$ cat src/rtl/seg7_pkg.sv
// rtl/seg7_pkg.sv - shared 7-segment glyph constants and types
package seg7_pkg;

  localparam int SEG_W = 7;

  // Active-high glyphs, bit order {g,f,e,d,c,b,a}
  localparam logic [SEG_W-1:0] GLYPH_0 = 7'h3F;
  localparam logic [SEG_W-1:0] GLYPH_1 = 7'h06;
  localparam logic [SEG_W-1:0] GLYPH_2 = 7'h5B;
  localparam logic [SEG_W-1:0] GLYPH_3 = 7'h4F;
  localparam logic [SEG_W-1:0] GLYPH_4 = 7'h66;
  localparam logic [SEG_W-1:0] GLYPH_5 = 7'h6D;
  localparam logic [SEG_W-1:0] GLYPH_6 = 7'h7D;
  localparam logic [SEG_W-1:0] GLYPH_7 = 7'h07;
  localparam logic [SEG_W-1:0] GLYPH_8 = 7'h7F;
  localparam logic [SEG_W-1:0] GLYPH_9 = 7'h6F;
  localparam logic [SEG_W-1:0] GLYPH_A = 7'h77;
  localparam logic [SEG_W-1:0] GLYPH_B = 7'h7C;
  localparam logic [SEG_W-1:0] GLYPH_C = 7'h39;
  localparam logic [SEG_W-1:0] GLYPH_D = 7'h5E;
  localparam logic [SEG_W-1:0] GLYPH_E = 7'h79;
  localparam logic [SEG_W-1:0] GLYPH_F = 7'h71;

  // Glyph table indexed by nibble value; same layout the display driver uses
  typedef logic [15:0][SEG_W-1:0] glyph_arr_t;

  localparam glyph_arr_t GLYPHS = {
    GLYPH_F, GLYPH_E, GLYPH_D, GLYPH_C, GLYPH_B, GLYPH_A, GLYPH_9, GLYPH_8,
    GLYPH_7, GLYPH_6, GLYPH_5, GLYPH_4, GLYPH_3, GLYPH_2, GLYPH_1, GLYPH_0
  };

endpackage

$ cat src/rtl/seg7_decode.sv
// rtl/seg7_decode.sv - active-high segment pattern to hex nibble decoder
module seg7_decode
  import seg7_pkg::*;
(
  input  logic [SEG_W-1:0] pat,
  output logic             valid,
  output logic [3:0]       nibble
);

  // Match the pattern against every glyph; glyphs are unique so at most one hits
  always_comb begin
    valid  = 1'b0;
    nibble = 4'h0;
    for (int i = 0; i < 16; i++) begin
      if (pat == GLYPHS[i]) begin
        valid  = 1'b1;
        nibble = 4'(i);
      end
    end
  end

endmodule

$ cat src/rtl/seg7_reader.sv
// rtl/seg7_reader.sv - stable-pattern sampler and decoder for a multiplexed 7-seg bus (option: SEG7_READER_DP_EN)
module seg7_reader
  import seg7_pkg::*;
#(
  parameter int NUM_DIGITS    = 4,
  parameter int STABLE_CYCLES = 4,
  parameter int ACTIVE_LOW    = 1
) (
  input  logic                    clk,
  input  logic                    rst_n,
  input  logic [SEG_W-1:0]        seg,
  input  logic [NUM_DIGITS-1:0]   dig_sel,
`ifdef SEG7_READER_DP_EN
  input  logic                    dp,
  output logic [NUM_DIGITS-1:0]   dps,
`endif
  input  logic                    err_clr,
  output logic [4*NUM_DIGITS-1:0] digits,
  output logic                    out_valid,
  output logic [2:0]              out_idx,
  output logic [3:0]              out_nibble,
  output logic                    err_pulse,
  output logic                    err_sticky
);

  localparam int CNT_W = $clog2(STABLE_CYCLES + 1);
  localparam logic [CNT_W-1:0] CNT_CAP = CNT_W'(STABLE_CYCLES - 1);
  localparam logic [CNT_W-1:0] CNT_SAT = CNT_W'(STABLE_CYCLES);
  localparam logic [SEG_W-1:0] SEG_UNLIT = (ACTIVE_LOW != 0) ? '1 : '0;

`ifdef SEG7_READER_DP_EN
  localparam int IN_W = 1 + SEG_W + NUM_DIGITS;
  localparam logic [IN_W-1:0] IN_RST = {(ACTIVE_LOW != 0), SEG_UNLIT, {NUM_DIGITS{1'b0}}};
  wire [IN_W-1:0] in_w = {dp, seg, dig_sel};
`else
  localparam int IN_W = SEG_W + NUM_DIGITS;
  localparam logic [IN_W-1:0] IN_RST = {SEG_UNLIT, {NUM_DIGITS{1'b0}}};
  wire [IN_W-1:0] in_w = {seg, dig_sel};
`endif

  logic [IN_W-1:0]       in_q;
  logic [CNT_W-1:0]      cnt;
  logic                  armed;
  logic [NUM_DIGITS-1:0] q_sel;
  logic [SEG_W-1:0]      q_seg_norm;
  logic                  dec_valid;
  logic [3:0]            dec_nibble;
  logic [3:0]            sel_cnt;
  logic [2:0]            sel_idx;
  logic                  same;
  logic                  cap_point;

  assign q_sel      = in_q[NUM_DIGITS-1:0];
  assign q_seg_norm = (ACTIVE_LOW != 0) ? ~in_q[NUM_DIGITS +: SEG_W] : in_q[NUM_DIGITS +: SEG_W];
  assign same       = (in_w == in_q);
  // Capture point is reached once per stable period, whether or not the select is usable
  assign cap_point  = same && armed && (cnt == CNT_CAP);

`ifdef SEG7_READER_DP_EN
  logic q_dp_norm;
  assign q_dp_norm = (ACTIVE_LOW != 0) ? ~in_q[IN_W-1] : in_q[IN_W-1];
`endif

  seg7_decode u_decode (
    .pat    (q_seg_norm),
    .valid  (dec_valid),
    .nibble (dec_nibble)
  );

  // Count set select lines and remember the index of the (last) set one
  always_comb begin
    sel_cnt = 4'd0;
    sel_idx = 3'd0;
    for (int i = 0; i < NUM_DIGITS; i++) begin
      if (q_sel[i]) begin
        sel_cnt = sel_cnt + 4'd1;
        sel_idx = 3'(i);
      end
    end
  end

  // Sample the bus and track how long it has been unchanged
  always_ff @(posedge clk or negedge rst_n) begin
    if (!rst_n) begin
      in_q  <= IN_RST;
      cnt   <= '0;
      armed <= 1'b1;
    end else begin
      in_q <= in_w;
      if (!same) begin
        cnt   <= '0;
        armed <= 1'b1;
      end else if (cap_point) begin
        cnt   <= CNT_SAT;
        armed <= 1'b0;
      end else if (cnt < CNT_SAT) begin
        cnt <= cnt + 1'b1;
      end
    end
  end

  // Register the decoded capture or flag an illegal glyph; a new error beats err_clr
  always_ff @(posedge clk or negedge rst_n) begin
    if (!rst_n) begin
      digits     <= '0;
      out_valid  <= 1'b0;
      out_idx    <= 3'd0;
      out_nibble <= 4'd0;
      err_pulse  <= 1'b0;
      err_sticky <= 1'b0;
`ifdef SEG7_READER_DP_EN
      dps        <= '0;
`endif
    end else begin
      out_valid <= 1'b0;
      err_pulse <= 1'b0;
      if (err_clr) begin
        err_sticky <= 1'b0;
      end
      if (cap_point && (sel_cnt == 4'd1)) begin
        if (dec_valid) begin
          out_valid  <= 1'b1;
          out_idx    <= sel_idx;
          out_nibble <= dec_nibble;
          for (int i = 0; i < NUM_DIGITS; i++) begin
            if (q_sel[i]) begin
              digits[4*i +: 4] <= dec_nibble;
`ifdef SEG7_READER_DP_EN
              dps[i] <= q_dp_norm;
`endif
            end
          end
        end else begin
          err_pulse  <= 1'b1;
          err_sticky <= 1'b1;
        end
      end
    end
  end

endmodule
$ cat config.mk
export PLATFORM = sky130hd
export DESIGN_NAME = seg7_reader
export DESIGN_NICKNAME = d
export VERILOG_FILES = /design/src/rtl/seg7_pkg.sv /design/src/rtl/seg7_decode.sv /design/src/rtl/seg7_reader.sv
export SDC_FILE = /design/constraint.sdc
export NUM_CORES = 1
export LEC_CHECK = 0
export CORE_MARGIN = 2
export CORE_UTILIZATION = 52
export DETAILED_ROUTE_END_ITERATION = 10
export GPL_TIMING_DRIVEN = 0
export HOLD_SLACK_MARGIN = 0.12
export MAX_ROUTING_LAYER = met4
export PLACE_DENSITY = 0.79
export SLEW_MARGIN = 5
export SYNTH_ARGS = -nofsm -noshare
export SYNTH_HDL_FRONTEND = slang
export SYNTH_SLANG_ARGS = --single-unit
$ cat constraint.sdc
create_clock -name clk -period 3.18 [get_ports clk]
set_clock_uncertainty 0.05 [all_clocks]
set_input_delay 0.318 -clock clk [delete_from_list [all_inputs] [get_ports clk]]
set_output_delay 0.318 -clock clk [all_outputs]
set_load 0.005 [all_outputs]
==> metrics.cfg <==
[power_and_ir_drop]
ir_worst_vdd_v = 0.000277
p_per_area_mw_per_mm2 = 390
p_leak_nw = 1.19

[detailed_routing]
antenna_left = 0
vias_per_cell = 5.61
vias = 1745
wl_per_cell_um = 15.8
initialDrtViolationCount = 107
routed_wirelength_um = 4910
dr.pass1.iters = 4
drc = 0

[setup_path]
crit_required_ns = 3.36
crit_path_start_kind = flip-flop
worstPathArrival_ns = 3.10
worstSetupPathType = reg2reg
reg2reg_depth = 10
critical_path.max_fanout = 6
endpoint_kind = flip-flop

[die]
ios = 40
coreArea_mm2 = 0.00403
die_x_um = 69.0
start_util_pct = 54.5
die_area_mm2 = 0.00476
die_h_um = 69.0
fp-row-count = 23

[clock_tree]
clock_sink_count = 40
cts_root_buf = clkbuf_8
cts_buffers = 5
max-clock-path-buffers = 2
clock_latency_ns = 0.30
cts_tree = yes
path_clk_slew_ns = 0.09
cts-htree-levels = 2

[global_route]
busiest_layer = met2
use_met3_pct = 6.82
grt_usage_pct = 22.6
antenna_found_initial = 0
grt_pass1_wl_um = 7690
met2_usage_pct = 35.2
grt_pass1_vias = 1639
grt_max_degree = 23
gr-total-overflow = 0
grtUsageMet1_pct = 29.3

[timing]
finalCriticalPeriod_ns = 2.92
setup_viol = 0
maxSlewHeadroom_pct = 48.2
rsz0062_at_grt = false
finalSetupTns_ns = 0
fmax_mhz = 342
finalCritPeriodShare_pct = 91.9
tightest_slew_ns = 0.774
timing_hold_violations_final = 0
slew_viol_final = 0
setup_ws_ns = 0.259

[placed_design]
place_congestion = 0.840
pre_cts_slack_ns = 0.201
hpwlAfterDp_um = 3340
numPortBuffers = 38

[final_layout]
diodes = 0
drive_above_1_share_pct = 14.9
mostFrequentLayoutCell = clkdlybuf4s50_1
nets = 279
regArea_mm2 = 0.00101
fillCellCount = 325
multi_input_area_mm2 = 0.00102
area_growth_pct = 27.9
final_cell_mix = clkdlybuf4s50_1 (37), dfrtp_1 (32), inv_1 (31), mux2i_1 (16), xnor2_1 (11)

[logic_synthesis]
async_reset_ff_share_pct = 100
synth_seq_area_share_pct = 46.1
synth_cell_types = 47
synth.ff_latch_count = 40
yosysTopAreaCell = dfrtp_1
synth_edf_count = 0
ys.flop_type = dfrtp_1
yosys.area.top_type_share_pct = 36.5
ys_warn_count = 0
syn_avg_cell_area_um2 = 10.4
synthCells = 211
netlist_area_mm2 = 0.00219
syn_nets = 230
synth_area_leaders = dfrtp_1 (36%), dfstp_2 (9.6%), mux2i_1 (7.3%)

[job]
cap_viol_max_count = 0

[worst_hold_path]
hold_path.class = in2reg
whs_path_depth = 1

[run_status]
status = completed

-- critical path, cell delays in order, from the launching register on --
cell	delay (ns)
dfrtp_1	0.45
inv_1	0.10
ha_1	0.36
xor2_1	0.17
ha_1	0.33
nor2b_1	0.12
mux4_2	0.32
nand3_1	0.16
a311oi_4	0.38
buf_4	0.22
mux2i_1	0.19
-- final timing paths --
kind / slack [ns] / end / from
hold reg to reg: 0.45 / armed$_DFFE_PN1P_ / armed$_DFFE_PN1P_
min in group asynchronous: 0.45 / cnt[2]$_DFFE_PN0P_ / rst_n
max in group asynchronous: 2.17 / digits[1]$_DFFE_PN0P_ / rst_n
hold / removal: 0.42 / in_q[10]$_DFF_PN1_ / seg[6]
setup reg to reg: 0.26 / out_nibble[1]$_DFFE_PN0P_ / in_q[1]$_DFF_PN0_
setup / recovery: 0.26 / out_nibble[1]$_DFFE_PN0P_ / in_q[1]$_DFF_PN0_
-- timing repair --
| action | 4_1_cts | 5_1_grt |
|---|---|---|
| setup buffers | 0 | 2 |
| resized for setup | 0 | 1 |
| hold buffers | 1 | 0 |
| endpoints found under the setup margin | 0 | 1 |
| endpoints found under the hold margin | 10 | 0 |
-- sequential cells by signal, indices dropped and copies added (netlist names) --
signal      cells
err_pulse       1
cnt             3
out_valid       1
out_nibble      4
armed           1
out_idx         2
digits         16
err_sticky      1
in_q           11
-- cells by family (layout without fill, tap and decap cells) --
family          count (synthesis)  count (layout)  synth area share [%]
mux                            18              18                  9.01
buf+inv                        43              93                  7.98
xor+xnor                       14              14                  5.59
fa+ha+maj                       5               5                  2.85
compound gates                 36              36                  14.1
flops                          40              40                  46.1
other cells                     1               1                 0.171
simple gates                   54              54                  14.2
-- power breakdown --
part	switching, mW	internal (mW)	total (mW)
Sequential	0.00763	0.519	0.527
Clock	0.201	0.237	0.438
Combinational	0.0727	0.0574	0.130
Total	0.281	0.813	1.09
-- metal layers --
| layer | vias to the layer above | part of all wire [%] |
|---|---|---|
| li1 | 827 | - |
| met1 | 855 | 45 |
| met2 | 59 | 47 |
| met3 | 4 | 6.7 |
| met4 | 0 | 0.59 |
| met5 | - | 0 |
-- final cells by class --
type | instances | share of cell area, %
Buffer | 12 | 2.09
Inverter | 31 | 4.14
Timing Repair Buffer | 42 | 15.2
Clock buffer | 5 | 2.45
Clock inverter | 3 | 1.65
Sequential cell | 40 | 36.0
Multi-Input combinational cell | 128 | 36.2
Tap cell | 50 | 2.23
-- synth_stat cells, drive strengths merged, types with 4 or more instances --
library cell  number
dfrtp             32
inv               31
mux2i             16
xnor2             12
a21oi             10
nand4              9
nor2               9
clkbuf             8
dfstp              8
nand3              7
a311oi             5
ha                 5
nor2b              5
nor3               5
o21ai              5
o22ai              5
buf                4
nand2              4
-- through the flow --
step	util, %	hold WS [ns]	instances	total power [mW]	cell area (µm²)
floorplan	-	-0.0276	211	0.611	2190
global placement	65.5	0.416	299	0.657	2640
detailed placement	66.0	0.244	300	0.662	2660
CTS	69.1	0.414	309	1.10	2790
global route	69.7	0.416	311	1.14	2810
finish	69.7	0.418	311	1.09	2810
No activity file was read; power rests on OpenSTA's default activity.
